[config.mk]
export PLATFORM = sky130hd
export DESIGN_NAME = ukf_fifo_router_ctrl_flat
export DESIGN_NICKNAME = d
export VERILOG_FILES = /design/src/rtl/ukf_fifo_pkg.sv /design/src/rtl/ukf_fifo_router_ctrl_if.sv /design/src/rtl/ukf_lane_rr_sel.sv /design/src/rtl/ukf_fifo_router_ctrl.sv /design/src/flat_wrapper.sv
export SDC_FILE = /design/constraint.sdc
export NUM_CORES = 1
export LEC_CHECK = 0
export ABC_AREA = 1
export ABC_CLOCK_PERIOD_IN_PS = 9800
export BUFFER_PORTS_ARGS = -buffer_cell sky130_fd_sc_hd__buf_2
export CAP_MARGIN = 20
export CORE_MARGIN = 2
export CORE_UTILIZATION = 54
export CTS_CLUSTER_SIZE = 40
export DETAILED_ROUTE_END_ITERATION = 16
export PLACE_DENSITY = 0.87
export SYNTH_ARGS = -nofsm -noshare
export SYNTH_HDL_FRONTEND = slang
export SYNTH_SLANG_ARGS = --single-unit
[constraint.sdc]
create_clock -name slow_clock -period 9.8 [get_ports slow_clock]
set_clock_uncertainty 0.15 [all_clocks]
set_input_delay 1.96 -clock slow_clock [delete_from_list [all_inputs] [get_ports slow_clock]]
set_output_delay 1.96 -clock slow_clock [all_outputs]
set_load 0.05 [all_outputs]
[src/rtl/ukf_fifo_pkg.sv]
// Shared definitions for the UKF matrix FIFO router: controller state encoding,
// header field placement and default geometry constants.
package ukf_fifo_pkg;

  // Controller states
  typedef enum logic [2:0] {
    ST_IDLE     = 3'd0,
    ST_DIAG     = 3'd1,
    ST_LOWER    = 3'd2,
    ST_WAIT_FIN = 3'd3,
    ST_DONE     = 3'd4
  } state_t;

  // The matrix size sits in the low bits of the header word
  localparam int HDR_SIZE_LSB = 0;

  // Default geometry
  localparam int DEF_DATA_W   = 128;
  localparam int DEF_SIZE_W   = 6;
  localparam int DEF_LANES    = 4;
  localparam int DEF_MAX_SIZE = 32;

endpackage

[src/rtl/ukf_fifo_router_ctrl_if.sv]
// Host write port plus diag/lower FIFO bank handshake, grouped for the router.
// slave  = the router controller, master = host / FIFO bank side.
interface ukf_fifo_router_ctrl_if #(
  parameter int DATA_W = 128,
  parameter int SIZE_W = 6,
  parameter int LANES  = 4
);
  logic              wr_enable;
  logic [DATA_W-1:0] din;
  logic              wr_ready;
  logic              full_diag;
  logic [LANES-1:0]  full_lower;
  logic [LANES-1:0]  empty_lower;
  logic              finish;
  logic              fifo_wre_diag;
  logic [LANES-1:0]  fifo_wre_lower;
  logic              fifo_rde_diag;
  logic              start_begin;
  logic              stop_pipeline;
  logic [SIZE_W-1:0] matrix_size_out;
  logic              size_err;

  modport slave (
    input  wr_enable, din, full_diag, full_lower, empty_lower, finish,
    output wr_ready, fifo_wre_diag, fifo_wre_lower, fifo_rde_diag,
           start_begin, stop_pipeline, matrix_size_out, size_err
  );

  modport master (
    output wr_enable, din, full_diag, full_lower, empty_lower, finish,
    input  wr_ready, fifo_wre_diag, fifo_wre_lower, fifo_rde_diag,
           start_begin, stop_pipeline, matrix_size_out, size_err
  );
endinterface

[src/rtl/ukf_lane_rr_sel.sv]
// Round-robin lower-FIFO lane pointer. Advances one lane per accepted
// lower-triangle word, wraps LANES-1 -> 0, and exposes binary and one-hot forms.
module ukf_lane_rr_sel #(
  parameter int LANES  = 4,
  parameter int LANE_W = (LANES > 1) ? $clog2(LANES) : 1
) (
  input  logic              slow_clock,
  input  logic              rst,
  input  logic              advance,
  input  logic              clear,
  output logic [LANE_W-1:0] lane_idx,
  output logic [LANES-1:0]  lane_onehot
);
  logic [LANE_W-1:0] lane_reg;

  // Pointer update: reset/clear win over advance, explicit wrap for non-power-of-2 LANES
  always_ff @(posedge slow_clock) begin
    if (!rst || clear)
      lane_reg <= '0;
    else if (advance)
      lane_reg <= (lane_reg == LANE_W'(LANES - 1)) ? '0 : lane_reg + LANE_W'(1);
  end

  assign lane_idx = lane_reg;

  for (genvar gi = 0; gi < LANES; gi++) begin : g_onehot
    assign lane_onehot[gi] = (lane_reg == LANE_W'(gi));
  end
endmodule

[src/rtl/ukf_fifo_router_ctrl.sv]
// Input-side controller for the UKF matrix FIFOs: parses a size header, steers
// size diagonal words to the diag FIFO and size*(size-1)/2 lower-triangle words
// round-robin over LANES lower FIFOs, then holds until the core signals finish.
// Optional build macro UKF_FIFO_PROTO_CHECK_EN adds a sticky proto_err output.
module ukf_fifo_router_ctrl
  import ukf_fifo_pkg::*;
#(
  parameter int DATA_W   = DEF_DATA_W,
  parameter int SIZE_W   = DEF_SIZE_W,
  parameter int LANES    = DEF_LANES,
  parameter int MAX_SIZE = DEF_MAX_SIZE
) (
  input  logic slow_clock,
  input  logic rst,
  ukf_fifo_router_ctrl_if.slave bus
`ifdef UKF_FIFO_PROTO_CHECK_EN
  ,
  output logic proto_err
`endif
);
  localparam int LANE_W = (LANES > 1) ? $clog2(LANES) : 1;
  localparam int CNT_W  = 2 * SIZE_W;

  state_t              state_reg;
  logic [SIZE_W-1:0]   size_reg;
  logic [CNT_W-1:0]    lower_total_reg;
  logic [SIZE_W-1:0]   diag_cnt_reg;
  logic [CNT_W-1:0]    low_cnt_reg;
  logic                fin_seen_reg;
  logic                rde_diag_reg;
  logic                start_reg;
  logic                size_err_reg;

  logic                wr_ready;
  logic                accept;
  logic [DATA_W-1:0]   din_word;
  logic [SIZE_W-1:0]   hdr_size;
  logic                hdr_bad;
  logic [CNT_W-1:0]    size_wide;
  logic [CNT_W-1:0]    lower_total_next;
  logic [LANE_W-1:0]   lane_idx;
  logic [LANES-1:0]    lane_onehot;

  assign din_word         = bus.din;
  assign hdr_size         = din_word[HDR_SIZE_LSB +: SIZE_W];
  assign hdr_bad          = (hdr_size == '0) || (hdr_size > SIZE_W'(MAX_SIZE));
  assign size_wide        = {{SIZE_W{1'b0}}, hdr_size};
  assign lower_total_next = (size_wide * (size_wide - CNT_W'(1))) >> 1;

  // Backpressure: a full target FIFO stalls the stream, no lane skipping
  always_comb begin
    wr_ready = 1'b0;
    case (state_reg)
      ST_IDLE:  wr_ready = 1'b1;
      ST_DIAG:  wr_ready = !bus.full_diag;
      ST_LOWER: wr_ready = !bus.full_lower[lane_idx];
      default:  wr_ready = 1'b0;
    endcase
  end

  assign accept = bus.wr_enable && wr_ready;

  ukf_lane_rr_sel #(.LANES(LANES), .LANE_W(LANE_W)) u_lane_sel (
    .slow_clock  (slow_clock),
    .rst         (rst),
    .advance     (accept && (state_reg == ST_LOWER)),
    .clear       (state_reg == ST_DONE),
    .lane_idx    (lane_idx),
    .lane_onehot (lane_onehot)
  );

  // Main sequencer: header parse, diag phase, lower phase, finish handshake
  always_ff @(posedge slow_clock) begin
    if (!rst) begin
      state_reg       <= ST_IDLE;
      size_reg        <= '0;
      lower_total_reg <= '0;
      diag_cnt_reg    <= '0;
      low_cnt_reg     <= '0;
      fin_seen_reg    <= 1'b0;
      rde_diag_reg    <= 1'b0;
      start_reg       <= 1'b0;
      size_err_reg    <= 1'b0;
    end else begin
      rde_diag_reg <= 1'b0;
      size_err_reg <= 1'b0;
      case (state_reg)
        ST_IDLE: begin
          if (accept) begin
            if (hdr_bad) begin
              size_err_reg <= 1'b1;
            end else begin
              size_reg        <= hdr_size;
              lower_total_reg <= lower_total_next;
              diag_cnt_reg    <= '0;
              low_cnt_reg     <= '0;
              state_reg       <= ST_DIAG;
            end
          end
        end
        ST_DIAG: begin
          if (bus.finish) fin_seen_reg <= 1'b1;
          if (accept) begin
            diag_cnt_reg <= diag_cnt_reg + SIZE_W'(1);
            // First diag word in flight: prefetch it and wake the core
            if (diag_cnt_reg == '0) begin
              rde_diag_reg <= 1'b1;
              start_reg    <= 1'b1;
            end
            if (diag_cnt_reg == size_reg - SIZE_W'(1))
              state_reg <= (lower_total_reg == '0) ? ST_WAIT_FIN : ST_LOWER;
          end
        end
        ST_LOWER: begin
          if (bus.finish) fin_seen_reg <= 1'b1;
          if (accept) begin
            low_cnt_reg <= low_cnt_reg + CNT_W'(1);
            if (low_cnt_reg == lower_total_reg - CNT_W'(1))
              state_reg <= ST_WAIT_FIN;
          end
        end
        ST_WAIT_FIN: begin
          if (bus.finish || fin_seen_reg) begin
            start_reg <= 1'b0;
            state_reg <= ST_DONE;
          end
        end
        ST_DONE: begin
          diag_cnt_reg <= '0;
          low_cnt_reg  <= '0;
          fin_seen_reg <= 1'b0;
          state_reg    <= ST_IDLE;
        end
        default: state_reg <= ST_IDLE;
      endcase
    end
  end

  assign bus.wr_ready        = wr_ready;
  assign bus.fifo_wre_diag   = accept && (state_reg == ST_DIAG);
  assign bus.fifo_wre_lower  = (accept && (state_reg == ST_LOWER)) ? lane_onehot : '0;
  assign bus.fifo_rde_diag   = rde_diag_reg;
  assign bus.start_begin     = start_reg;
  assign bus.stop_pipeline   = |bus.empty_lower;
  assign bus.matrix_size_out = size_reg;
  assign bus.size_err        = size_err_reg;

`ifdef UKF_FIFO_PROTO_CHECK_EN
  logic proto_err_reg;

  // Sticky flag for writes into a stalled/closed port and stray finish in IDLE
  always_ff @(posedge slow_clock) begin
    if (!rst)
      proto_err_reg <= 1'b0;
    else if ((bus.wr_enable && !wr_ready &&
              (state_reg == ST_DIAG || state_reg == ST_LOWER || state_reg == ST_WAIT_FIN)) ||
             (bus.finish && state_reg == ST_IDLE))
      proto_err_reg <= 1'b1;
  end

  assign proto_err = proto_err_reg;
`endif
endmodule

[src/flat_wrapper.sv]
// flat-port wrapper written by rule: the top's interface ports become plain ports
module ukf_fifo_router_ctrl_flat import ukf_fifo_pkg::*;
#(
  parameter int DATA_W   = DEF_DATA_W,
  parameter int SIZE_W   = DEF_SIZE_W,
  parameter int LANES    = DEF_LANES,
  parameter int MAX_SIZE = DEF_MAX_SIZE
)
  (slow_clock, rst, bus_wr_enable, bus_din, bus_full_diag, bus_full_lower, bus_empty_lower, bus_finish, bus_wr_ready, bus_fifo_wre_diag, bus_fifo_wre_lower, bus_fifo_rde_diag, bus_start_begin, bus_stop_pipeline, bus_matrix_size_out, bus_size_err);
  ukf_fifo_router_ctrl_if #(.DATA_W(DATA_W), .SIZE_W(SIZE_W), .LANES(LANES)) bus_i ();
  input  logic slow_clock;
  input  logic rst;
  input wire logic [$bits(bus_i.wr_enable)-1:0] bus_wr_enable;
  input wire logic [$bits(bus_i.din)-1:0] bus_din;
  input wire logic [$bits(bus_i.full_diag)-1:0] bus_full_diag;
  input wire logic [$bits(bus_i.full_lower)-1:0] bus_full_lower;
  input wire logic [$bits(bus_i.empty_lower)-1:0] bus_empty_lower;
  input wire logic [$bits(bus_i.finish)-1:0] bus_finish;
  output wire logic [$bits(bus_i.wr_ready)-1:0] bus_wr_ready;
  output wire logic [$bits(bus_i.fifo_wre_diag)-1:0] bus_fifo_wre_diag;
  output wire logic [$bits(bus_i.fifo_wre_lower)-1:0] bus_fifo_wre_lower;
  output wire logic [$bits(bus_i.fifo_rde_diag)-1:0] bus_fifo_rde_diag;
  output wire logic [$bits(bus_i.start_begin)-1:0] bus_start_begin;
  output wire logic [$bits(bus_i.stop_pipeline)-1:0] bus_stop_pipeline;
  output wire logic [$bits(bus_i.matrix_size_out)-1:0] bus_matrix_size_out;
  output wire logic [$bits(bus_i.size_err)-1:0] bus_size_err;
  assign bus_i.wr_enable = bus_wr_enable;
  assign bus_i.din = bus_din;
  assign bus_i.full_diag = bus_full_diag;
  assign bus_i.full_lower = bus_full_lower;
  assign bus_i.empty_lower = bus_empty_lower;
  assign bus_i.finish = bus_finish;
  assign bus_wr_ready = bus_i.wr_ready;
  assign bus_fifo_wre_diag = bus_i.fifo_wre_diag;
  assign bus_fifo_wre_lower = bus_i.fifo_wre_lower;
  assign bus_fifo_rde_diag = bus_i.fifo_rde_diag;
  assign bus_start_begin = bus_i.start_begin;
  assign bus_stop_pipeline = bus_i.stop_pipeline;
  assign bus_matrix_size_out = bus_i.matrix_size_out;
  assign bus_size_err = bus_i.size_err;
  ukf_fifo_router_ctrl #(.DATA_W(DATA_W), .SIZE_W(SIZE_W), .LANES(LANES), .MAX_SIZE(MAX_SIZE)) u_core (.slow_clock(slow_clock), .rst(rst), .bus(bus_i));
endmodule
== Word-level counts from Yosys, hierarchy flattened ==
Index checks and enable logic that the tools add are counted.
Operators by class
  $mul: 1
  bitwise operators: 1
  reduce and logical (&&, ||, !) cells: 28
  equality and inequality tests: 18
  add/subtract/negate cells: 6
  $lt $le $gt $ge: 2
  muxes and demuxes: 30
Operator list (count)
  $mux W12: 3
  $pmux W12 S3: 1
  $mux W3: 7
  $mux W6: 3
  $pmux W6 S3: 1
  $ne A2 B1 Y1 const B: 7
  $add A12 B1 Y12 const B: 1
  $eq A12 B12 Y1: 1
  $logic_not A12 Y1: 1
  $logic_not A6 Y1: 2
  $mul A6 B12 Y12: 1
  $pmux W3 S4: 1
  $reduce_and A4 Y1: 3
  $sub A11 B1 Y12 const B: 1
  $reduce_and A3 Y1: 3
  $mux W1: 8
  $reduce_and A7 Y1: 1
  $sub A6 B1 Y7 const B: 1
  $add A6 B1 Y6 const B: 1
  $eq A3 B2 Y1 const B: 2
  $eq A6 B6 Y1: 1
  $gt A6 B6 Y1 const B: 1
  $reduce_bool A3 Y1: 2
  $sub A6 B1 Y6 const B: 1
  22 further kinds: 32
Storage, ports and cells
  output and inout bits: 16
  word-level logic and storage cells: 96
  input port bits: 141
  register bits after elaboration: 44

== Longest topological paths before layout ==
Gate-level depths: netlist of the first run.
  word-level depth: 7
  gate-level depth with buffers: 20

== By module ==
From an unflattened synthesis of the first run, not the netlist that was laid out.
Unflattened totals
  cell total of the unflattened synthesis: 619
  area, all modules: 4286.6 sq um
Modules (own cells, without submodules)
  ukf_fifo_router_ctrl: cells each 600, area each 4140.2 sq um, instances 1
  ukf_lane_rr_sel: cells each 19, area each 146.4 sq um, instances 1

== Worst setup path after synthesis of the first run ==
Ideal clock, no wire load.
  kind: input to register
  start point: input bus_din[0]
  end point: register u_core.lower_total_reg[7]
  slack: 3.572 ns
  stages: 20
  arrival time: 5.960 ns
  path through: inv_1 clkbuf_1 ha_1 inv_1 ha_1 or2_2 fa_1 inv_1 fa_1 inv_1 fa_1 inv_1 ha_1 a21oi_1 nand2_1 a21oi_1 nor2_1 nor2_1 xor2_1 a21oi_2
Between the ends
  cells in the longest elaborated chain, start to end: 4
RTL lines
  from (decl): RTL line flat_wrapper.sv:14  | input wire logic [$bits(bus_i.din)-1:0] bus_din;
  branches (longest 4 deep; another with $mul A6 B12 Y12)
  to (signal assigned): RTL line ukf_fifo_router_ctrl.sv:94  | lower_total_reg <= lower_total_next;
  to (decl): RTL line ukf_fifo_router_ctrl.sv:26  | logic [CNT_W-1:0] lower_total_reg;
Parallel ways; which one is timed is not known.
A chain may end at the register's enable or synchronous reset.

== Worst setup path in the final report of the first run ==
  start point: input bus_din[0]
  end point: register u_core.lower_total_reg[10]
The elaborated chain is that of the path after synthesis.

==> results.md, run 1 <==
- The flow ran to the end, and the final reports show no timing, DRC or antenna violations.
- The later pin in the worst-skew pair is clocked with a latency of 300 ps.
- The shortest clock period the worst path allows after layout is 6330 ps.
- The clock sink total is 44.
- The power density relative to cell area is 219 nW/um^2.
- The overall overflow remaining after global route is 0.
- The terminating pin of the worst hold path is u_core.diag_cnt_reg[5].
- The endpoint of the worst-slack reg-to-reg timing path is u_core.lower_total_reg[0].
- STA classifies the critical path endpoint as a register.
- The clock tree buffer depth is 2.
- Synthesis handed over a netlist of 604 instances.
- By instance count, the cell type seen most on the critical path is sky130_fd_sc_hd__inv_1.
- The detail route stage leaves a number of antenna-violating nets equal to 0.
- The number of setup buffers added after CTS is 0.
- The H-tree was split into 2 levels.
- The number of buffers and inverters on the critical path is 6.
- Using the TritonRoute via totals, the vias-per-cell ratio works out to 5.31.
- The design draws 0.00101 W.
- Across the run, the number of max-cap violations was 0.
- The worst hold path begins at u_core.diag_cnt_reg[5].
- The cell depth of the worst min-delay path is 2.
- The die covers 8470 sq um.
- Traced cell by cell, the critical path runs through buf_2 > inv_1 > ha_1 > inv_1 > ha_1 > or2_2 > fa_1 > inv_1 > fa_1 > inv_1 > fa_1 > inv_1 > ha_1 > nand2_1 > o21ai_0 > a21oi_1 > xnor2_1 > a21oi_2.
- The fraction of layout instances using a drive strength above 1 is 0.114.
- The critical path startpoint category is an input pin.
- Entering global routing, the biggest net connects 29 pins.
- Setup slack on the worst reg-to-reg path comes out at 7530 ps.
- The HPWL after detailed placement is 7420 um.
- The floorplan has 32 rows.
- The total number of nets in the final design is 840.
- In this run, post-CTS repair resized a total of 0 instances.
- Relative to the synthesized area, the layout overhead comes to 9.60%.
- Summing over every cut layer, the via total after detailed routing is 3954.
- The combined global-route utilization of all metal layers is 0.228.
- The maximum achievable frequency is 158 MHz.
- The final-report max-slew violation count is 0.
- The remaining routing DRC violations is 0.
- The number of cells on the worst reg-to-reg path is 10.
- Clock-pin slew was measured on the worst setup and hold paths at 80 ps.
- The most common cell after layout, fill and taps aside is sky130_fd_sc_hd__nand2_1.
- The final number of hold-violating endpoints is 0.
- After synthesis the cells add up to 4190 sq um.
- The average wire length per cell after detail routing is 12.5 um.
- TritonCTS built the clock tree.
- In this run the count of I/O pins placed on the die edge is 157.
- The wire length of the first global-routing pass is 16100 um.
- The flip-flop count of the largest register after layout is 12.
- At the end of routability-driven placement, the weighted congestion stood at 0.961.
- The average footprint of a synthesized cell is 6.93 sq um.
- The root buffer selected by CTS is sky130_fd_sc_hd__clkbuf_8.
- The maximum cell stage delay along the critical path is 530 ps.
- Counting flops and latches in the post-synthesis netlist gives 44.
- The horizontal die dimension is 92.0 um.
- The worst voltage drop across the vdd grid is 0.117 mV.
- The final number of setup-violating endpoints is 0.
- The start-to-end type of the worst setup path is input pin to register.
- Data on the critical path arrives at its endpoint at 6360 ps.
- The required time of the critical path is 9830 ps.
- Yosys printed 0 warnings.
- The number of antenna violations at the first check in global routing was 0.
- TritonCTS created 5 clock buffers.
- The count of input and output buffers is 34.
- The number of gates on the worst path with buffers counted is 18.
- In this run, post-CTS hold repair placed 0 buffers.
- The DRC marker count from the first detailed-route iteration is 202.
- The min-delay analysis places its worst path in the category register to register.
- Along the worst path, the maximum fanout reaches 12.
- Dividing the final minimum period by the clock period gives 0.645.
- For this configuration, the core starts out at a cell density of 0.550.
- The number of global-route vias before repair is 3729.
- Setup repair after global routing left no endpoint under its margin.
- The die is 92.0 um tall.
- Leaving out fill and tap cells, the most frequent cells in the layout are sky130_fd_sc_hd__nand2_1 (118), sky130_fd_sc_hd__inv_1 (98), sky130_fd_sc_hd__nor2_1 (92), sky130_fd_sc_hd__dfxtp_1 (44), sky130_fd_sc_hd__nand3_1 (36).
- The total length of routed wires is 9330 um.
- The netlist uses 39 different library cells.
- Grouping stages by cell kind, the critical path spends the most delay in adder cells.
- The sequential-to-total area share from yosys stat is 0.210.
- The sum of negative setup slack is 0 ps.
- The detailed-routing iteration count for the pre-antenna-repair pass is 5.
- In this run the critical register-to-register path is launched from u_core.state_reg[1].
- The number of inserted diodes is 0.
- The slowest stage of the critical path belongs to the cell sky130_fd_sc_hd__fa_1.
- For this design the static power due to leakage is 2.21 nW.
- In this run the standard cell core region covers 7610 sq um.
[through the flow]
stage | instance area [sq um] | hold WS [ps] | instances | worst slack, ps | util
6_report | 4590 | 345 | 744 | 3470 | 0.603
5_1_grt | 4590 | 381 | 744 | 3260 | 0.603
4_1_cts | 4590 | 348 | 744 | 3510 | 0.603
3_5_place_dp | 4460 | 335 | 736 | 3210 | 0.586
3_3_place_gp | 4460 | 328 | 736 | 3270 | 0.586
2_1_floorplan | 4190 | 308 | 606 | 3570 | -
[power breakdown]
group	total (W)	switching (W)	leakage [nW]	internal, W
logic	0.000606	0.000400	1.79	0.000206
clock network	0.000152	0.0000618	0.0645	0.0000900
registers	0.000248	0.0000376	0.358	0.000211
[final cells by class]
type                       instances  area, sq um
clock inverter                     1         30.0
fill                             682         3020
inverter                         103          387
sequential                        44          881
timing repair buffer              35          178
tap                              102          128
multi-input combinational        452         2890
clock buffer                       7         96.3
[tightest hold or removal path, stage by stage, from the launching register on]
cell	delay, ps
sky130_fd_sc_hd__dfxtp_1	330
sky130_fd_sc_hd__nand2_1	70
sky130_fd_sc_hd__a21oi_1	50
[worst max-delay path by stage]
stage / from / to
final: bus_din[0] / u_core.lower_total_reg[10]
after global routing: bus_din[0] / u_core.lower_total_reg[9]
after CTS: bus_din[0] / u_core.lower_total_reg[10]
after detailed placement: bus_din[0] / u_core.lower_total_reg[10]
after global placement: bus_din[0] / u_core.lower_total_reg[10]
after floorplan: bus_din[0] / u_core.lower_total_reg[7]
[cells by family after synthesis]
kind of cell	share of synthesized area
compound gates	0.112
xor+xnor	0.0586
fa+ha+maj	0.220
buf+inv	0.101
flops	0.210
other cells	0.00179
simple gates	0.296
[metal layers]
metal  track usage  share of wire  vias up
li1              -              -     1974
met4        0.0746          0.014        0
met1         0.294           0.42     1844
met3        0.0312          0.057       10
met5             0              0        -
met2         0.393           0.51      126
[cell usage after synthesis]
cell                       instances  area (sq um)
sky130_fd_sc_hd__buf_6             1          11.3
sky130_fd_sc_hd__xnor2_1          12           105
sky130_fd_sc_hd__nand2_1         118           443
sky130_fd_sc_hd__nand2_2           2          12.5
sky130_fd_sc_hd__ha_1             32           400
sky130_fd_sc_hd__nand2_4           3          33.8
sky130_fd_sc_hd__or2_2             4          25.0
sky130_fd_sc_hd__o21ai_0          20           100
sky130_fd_sc_hd__o21ai_4           1          16.3
sky130_fd_sc_hd__nor4_4            1          21.3
sky130_fd_sc_hd__o221ai_1          1          8.76
sky130_fd_sc_hd__nand4_1           7          43.8
sky130_fd_sc_hd__o21a_1            1          7.51
sky130_fd_sc_hd__o31ai_1           1          7.51
sky130_fd_sc_hd__xor2_1           16           140
sky130_fd_sc_hd__nor3_1            7          35.0
sky130_fd_sc_hd__nor3b_1           1          7.51
sky130_fd_sc_hd__inv_2             5          18.8
sky130_fd_sc_hd__nor4_1            3          18.8
sky130_fd_sc_hd__nand4_2           1          12.5
sky130_fd_sc_hd__nor2_1           92           345
sky130_fd_sc_hd__a21oi_1          34           170
sky130_fd_sc_hd__nor2_2            2          12.5
sky130_fd_sc_hd__nand3_1          36           180
sky130_fd_sc_hd__o21ai_1          10          50.1
sky130_fd_sc_hd__a31o_2            1          8.76
sky130_fd_sc_hd__a211oi_1          3          22.5
sky130_fd_sc_hd__fa_1             26           521
sky130_fd_sc_hd__nor2_8            1          20.0
sky130_fd_sc_hd__conb_1            2          7.51
sky130_fd_sc_hd__clkbuf_1          5          18.8
sky130_fd_sc_hd__dfxtp_1          44           881
sky130_fd_sc_hd__inv_1            98           368
sky130_fd_sc_hd__o211ai_1          1          7.51
sky130_fd_sc_hd__nand3_2           2          20.0
sky130_fd_sc_hd__a21oi_2           7          61.3
sky130_fd_sc_hd__or4_1             1          7.51
sky130_fd_sc_hd__buf_4             1          7.51
sky130_fd_sc_hd__a22oi_1           1          7.51
No activity file was read; power rests on OpenSTA's default activity.
==> run 2: changes to the inputs <==
--- a/config.mk
+++ b/config.mk
@@ -6,14 +6,14 @@
 export NUM_CORES = 1
 export LEC_CHECK = 0
 export ABC_AREA = 1
-export ABC_CLOCK_PERIOD_IN_PS = 9800
+export ABC_CLOCK_PERIOD_IN_PS = 6410
 export BUFFER_PORTS_ARGS = -buffer_cell sky130_fd_sc_hd__buf_2
 export CAP_MARGIN = 20
 export CORE_MARGIN = 2
-export CORE_UTILIZATION = 54
+export CORE_UTILIZATION = 51
 export CTS_CLUSTER_SIZE = 40
 export DETAILED_ROUTE_END_ITERATION = 16
-export PLACE_DENSITY = 0.87
+export PLACE_DENSITY = 0.82
 export SYNTH_ARGS = -nofsm -noshare
 export SYNTH_HDL_FRONTEND = slang
 export SYNTH_SLANG_ARGS = --single-unit
==> constraint.sdc (replaced) <==
create_clock -name slow_clock -period 6.41 [get_ports slow_clock]
set_clock_uncertainty 0.15 [all_clocks]
set_input_delay 1.282 -clock slow_clock [delete_from_list [all_inputs] [get_ports slow_clock]]
set_output_delay 1.282 -clock slow_clock [all_outputs]
set_load 0.05 [all_outputs]
==> run 2 against run 1 <==
  * Wire length fell by 4.5%
  * Clock-buffer cell count fell by 1
  * Global-route usage fell by 2.4 points
  * Sequential power rose by 52%
  * First-iteration DRC count fell by 2.0%
  * Utilization fell by 4.0 points
  * Critical path depth did not move
  * Largest power group unchanged
==> results.md, run 2 (same netlist as run 1, synthesis figures left out) <==
- The detailed-route vias per instance is 5.22 (-1.7%).
- The flip-flop count of the largest register after layout is 12 (unchanged).
- The number of antenna-violating nets in the routed design is 0 (unchanged).
- The DRC marker count from the first detailed-route iteration is 198 (-2.0%).
- The library cell used most frequently in the layout, excluding fill and tap cells, is sky130_fd_sc_hd__nand2_1.
- The flow ran to the end, and the final reports show no timing, DRC or antenna violations.
- In the finished design, the share of the clock period the worst path needs comes to 0.890.
- The maximum fanout count along the critical path came to 12 (unchanged).
- The count of H-tree levels built during CTS was 2 (unchanged).
- The final number of hold-violating endpoints is 0 (unchanged).
- The wire length of the first global-routing pass is 14900 um (-7.4%).
- The switching power was 0.000753 W (+51%).
- The number of setup buffers added after CTS is 0 (unchanged).
- The final number of setup-violating endpoints is 0 (unchanged).
- The number of antenna violations at the first check in global routing is 0 (unchanged).
- The fraction of layout instances using a drive strength above 1 is 0.114 (unchanged).
- The start-to-end type of the worst setup path is input pin to register.
- The area of the die was 8950 sq um (+5.6%).
- The count of placed standard cells in the final layout, fillers left out was 747 (+0.40%).
- The total number of nets in the final design is 840 (unchanged).
- Setup repair after global routing left no endpoint under its margin.
- In this run the clock root is driven by a sky130_fd_sc_hd__clkbuf_8.
- The final-report max-slew violation count is 0 (unchanged).
- The post-layout worst setup margin is 704 ps (-2770 ps).
- The vias after detailed routing is 3901 (-1.3%).
- The remaining routing DRC violations is 0 (unchanged).
- The clock latency on the worst-skew pair is 300 ps (about the same).
- The maximum achievable frequency is 175 MHz.
- The sum of negative setup slack is 0 ps (unchanged).
- The number of buffers inserted for hold repair after clock tree synthesis is 0 (unchanged).
- The total I/O pin count is 157 (unchanged).
- TritonCTS built the clock tree.
- The total length of routed wires was 8910 um (-4.5%).
- The library cells used most frequently in the layout, excluding fill and tap cells, are sky130_fd_sc_hd__nand2_1 (118), sky130_fd_sc_hd__inv_1 (98), sky130_fd_sc_hd__nor2_1 (92), sky130_fd_sc_hd__dfxtp_1 (44), sky130_fd_sc_hd__nand3_1 (36).
- The shortest clock period the worst path allows after layout is 5710 ps.
- The arrival time at the worst endpoint is 5740 ps (-620 ps).
- The maximum number of pins on one net before global-route repair came to 29 (unchanged).
- The horizontal die dimension is 94.6 um (+2.8%).
- The power density relative to cell area is 324 nW/um^2 (+48%).
- STA classifies the critical path endpoint as a register.
- The clock tree buffer depth is 2 (unchanged).
- The number of inserted diodes was 0 (unchanged).
- The number of resized instances in the post-cts repair step is 0 (unchanged).
- The row count was 33 (+3.1%).
- The clock-pin transition on the worst setup and hold timing paths came to 80 ps (about the same).
- The number of global-route vias before repair is 3539 (-5.1%).
- The internal power component was 0.000722 W (+43%).
- The share of total power in sequential cells was 0.256 (+0.009).
- The combinational fraction of design power is 0.621 (+0.018).
- The average wire length per cell after detail routing is 11.9 um (-4.9%).
- The static power due to leakage is 2.20 nW (-0.61%).
- The post-detailed-placement half-perimeter wirelength is 7210 um (-2.8%).
- The clock buffer count from CTS is 5 (unchanged).
- The worst slack at placement is 385 ps (-2820 ps).
- The number of maximum-capacitance violations is 0 (unchanged).
- The path category of the worst min-delay check is register to register.
- The clock network fraction of design power is 0.123 (-0.028).
- The required time of the critical path came to 6440 ps (-3390 ps).
- The height of the chip is 94.6 um (+2.8%).
- The worst setup path is launched from an input pin.
- The switching part of the total is 0.510 (+0.0137).
- The overall overflow remaining after global route is 0 (unchanged).
- The tightest hold margin came to 346 ps (+0.165 ps).
- The clock sink total is 44 (unchanged).
- The detailed-routing iteration count for the pre-antenna-repair pass is 5 (unchanged).
- The core area is 8090 sq um (+6.4%).
- The weighted congestion at the end of routability-driven global placement was 0.902 (-6.1%).
- The combined global-route utilization of all metal layers is 0.203 (-0.0241).
- The number of instances in the placed design is 739 (+0.41%).
- The worst voltage drop across the vdd grid came to 0.166 mV (+42%).
- The area added between synthesis and finish is 8.88%.
- The count of input and output buffers is 34 (unchanged).
- The initial core utilization is 0.517 (-0.0330).
run 2: cell types whose count changed in the layout (fill, tap and decap cells not counted):
| cell | delta |
|---|---|
| sky130_fd_sc_hd__bufinv_16 | -1 |
| sky130_fd_sc_hd__clkbuf_8 | -1 |
| sky130_fd_sc_hd__clkinv_2 | +2 |
run 2: power by group through the flow:
stage                     Clock [W]  Combinational [W]  Sequential, W
after floorplan                   0           0.000689       0.000421
after global placement            0           0.000885       0.000380
after detailed placement          0           0.000914       0.000383
after CTS                  0.000185           0.000919       0.000377
after global routing       0.000195            0.00104       0.000386
final                      0.000181           0.000916       0.000378
run 2: layout make-up:
cell class | count | area [sq um]
clock inverters | 2 | 10.0
clock buffers | 6 | 82.6
well taps | 105 | 131
fillers | 762 | 3540
inverters | 103 | 387
flip-flops and latches | 44 | 881
repair buffers | 35 | 178
multi-input cells | 452 | 2890
run 2: worst max-delay path: stages:
cell and delay, ps:
sky130_fd_sc_hd__buf_2 150, sky130_fd_sc_hd__inv_1 290, sky130_fd_sc_hd__ha_1 310, sky130_fd_sc_hd__inv_1 60, sky130_fd_sc_hd__ha_1 350, sky130_fd_sc_hd__or2_2 330
sky130_fd_sc_hd__fa_1 480, sky130_fd_sc_hd__inv_1 60, sky130_fd_sc_hd__fa_1 540, sky130_fd_sc_hd__inv_1 60, sky130_fd_sc_hd__fa_1 550, sky130_fd_sc_hd__inv_1 50
sky130_fd_sc_hd__ha_1 370, sky130_fd_sc_hd__nand2_1 70, sky130_fd_sc_hd__o21ai_0 280, sky130_fd_sc_hd__a21oi_1 140, sky130_fd_sc_hd__xnor2_1 290, sky130_fd_sc_hd__a21oi_2 80
run 2: through the flow:
step	util	cell area, sq um	power, W
after floorplan	-	4190	0.00111
after global placement	0.552	4460	0.00126
after detailed placement	0.552	4460	0.00130
after CTS	0.563	4560	0.00148
after global routing	0.563	4560	0.00163
final	0.563	4560	0.00148
run 2: worst paths after layout:
| kind | startpoint | endpoint | cells after the start | slack (ps) |
|---|---|---|---|---|
| setup / recovery | bus_din[0] | u_core.lower_total_reg[10] | 18 | 700 |
| hold / removal | u_core.diag_cnt_reg[5] | u_core.diag_cnt_reg[5] | 2 | 350 |
| setup reg to reg | u_core.lower_total_reg[0] | u_core.state_reg[0] | 14 | 4240 |
| hold reg to reg | u_core.diag_cnt_reg[5] | u_core.diag_cnt_reg[5] | 2 | 350 |
run 2: routing by layer:
metal,GRT usage,routed length (um),vias to the layer above
li1,-,-,1975
met4,0.0592,122,0
met1,0.261,4020,1793
met3,0.0295,456,13
met5,0,0,-
met2,0.356,4310,120
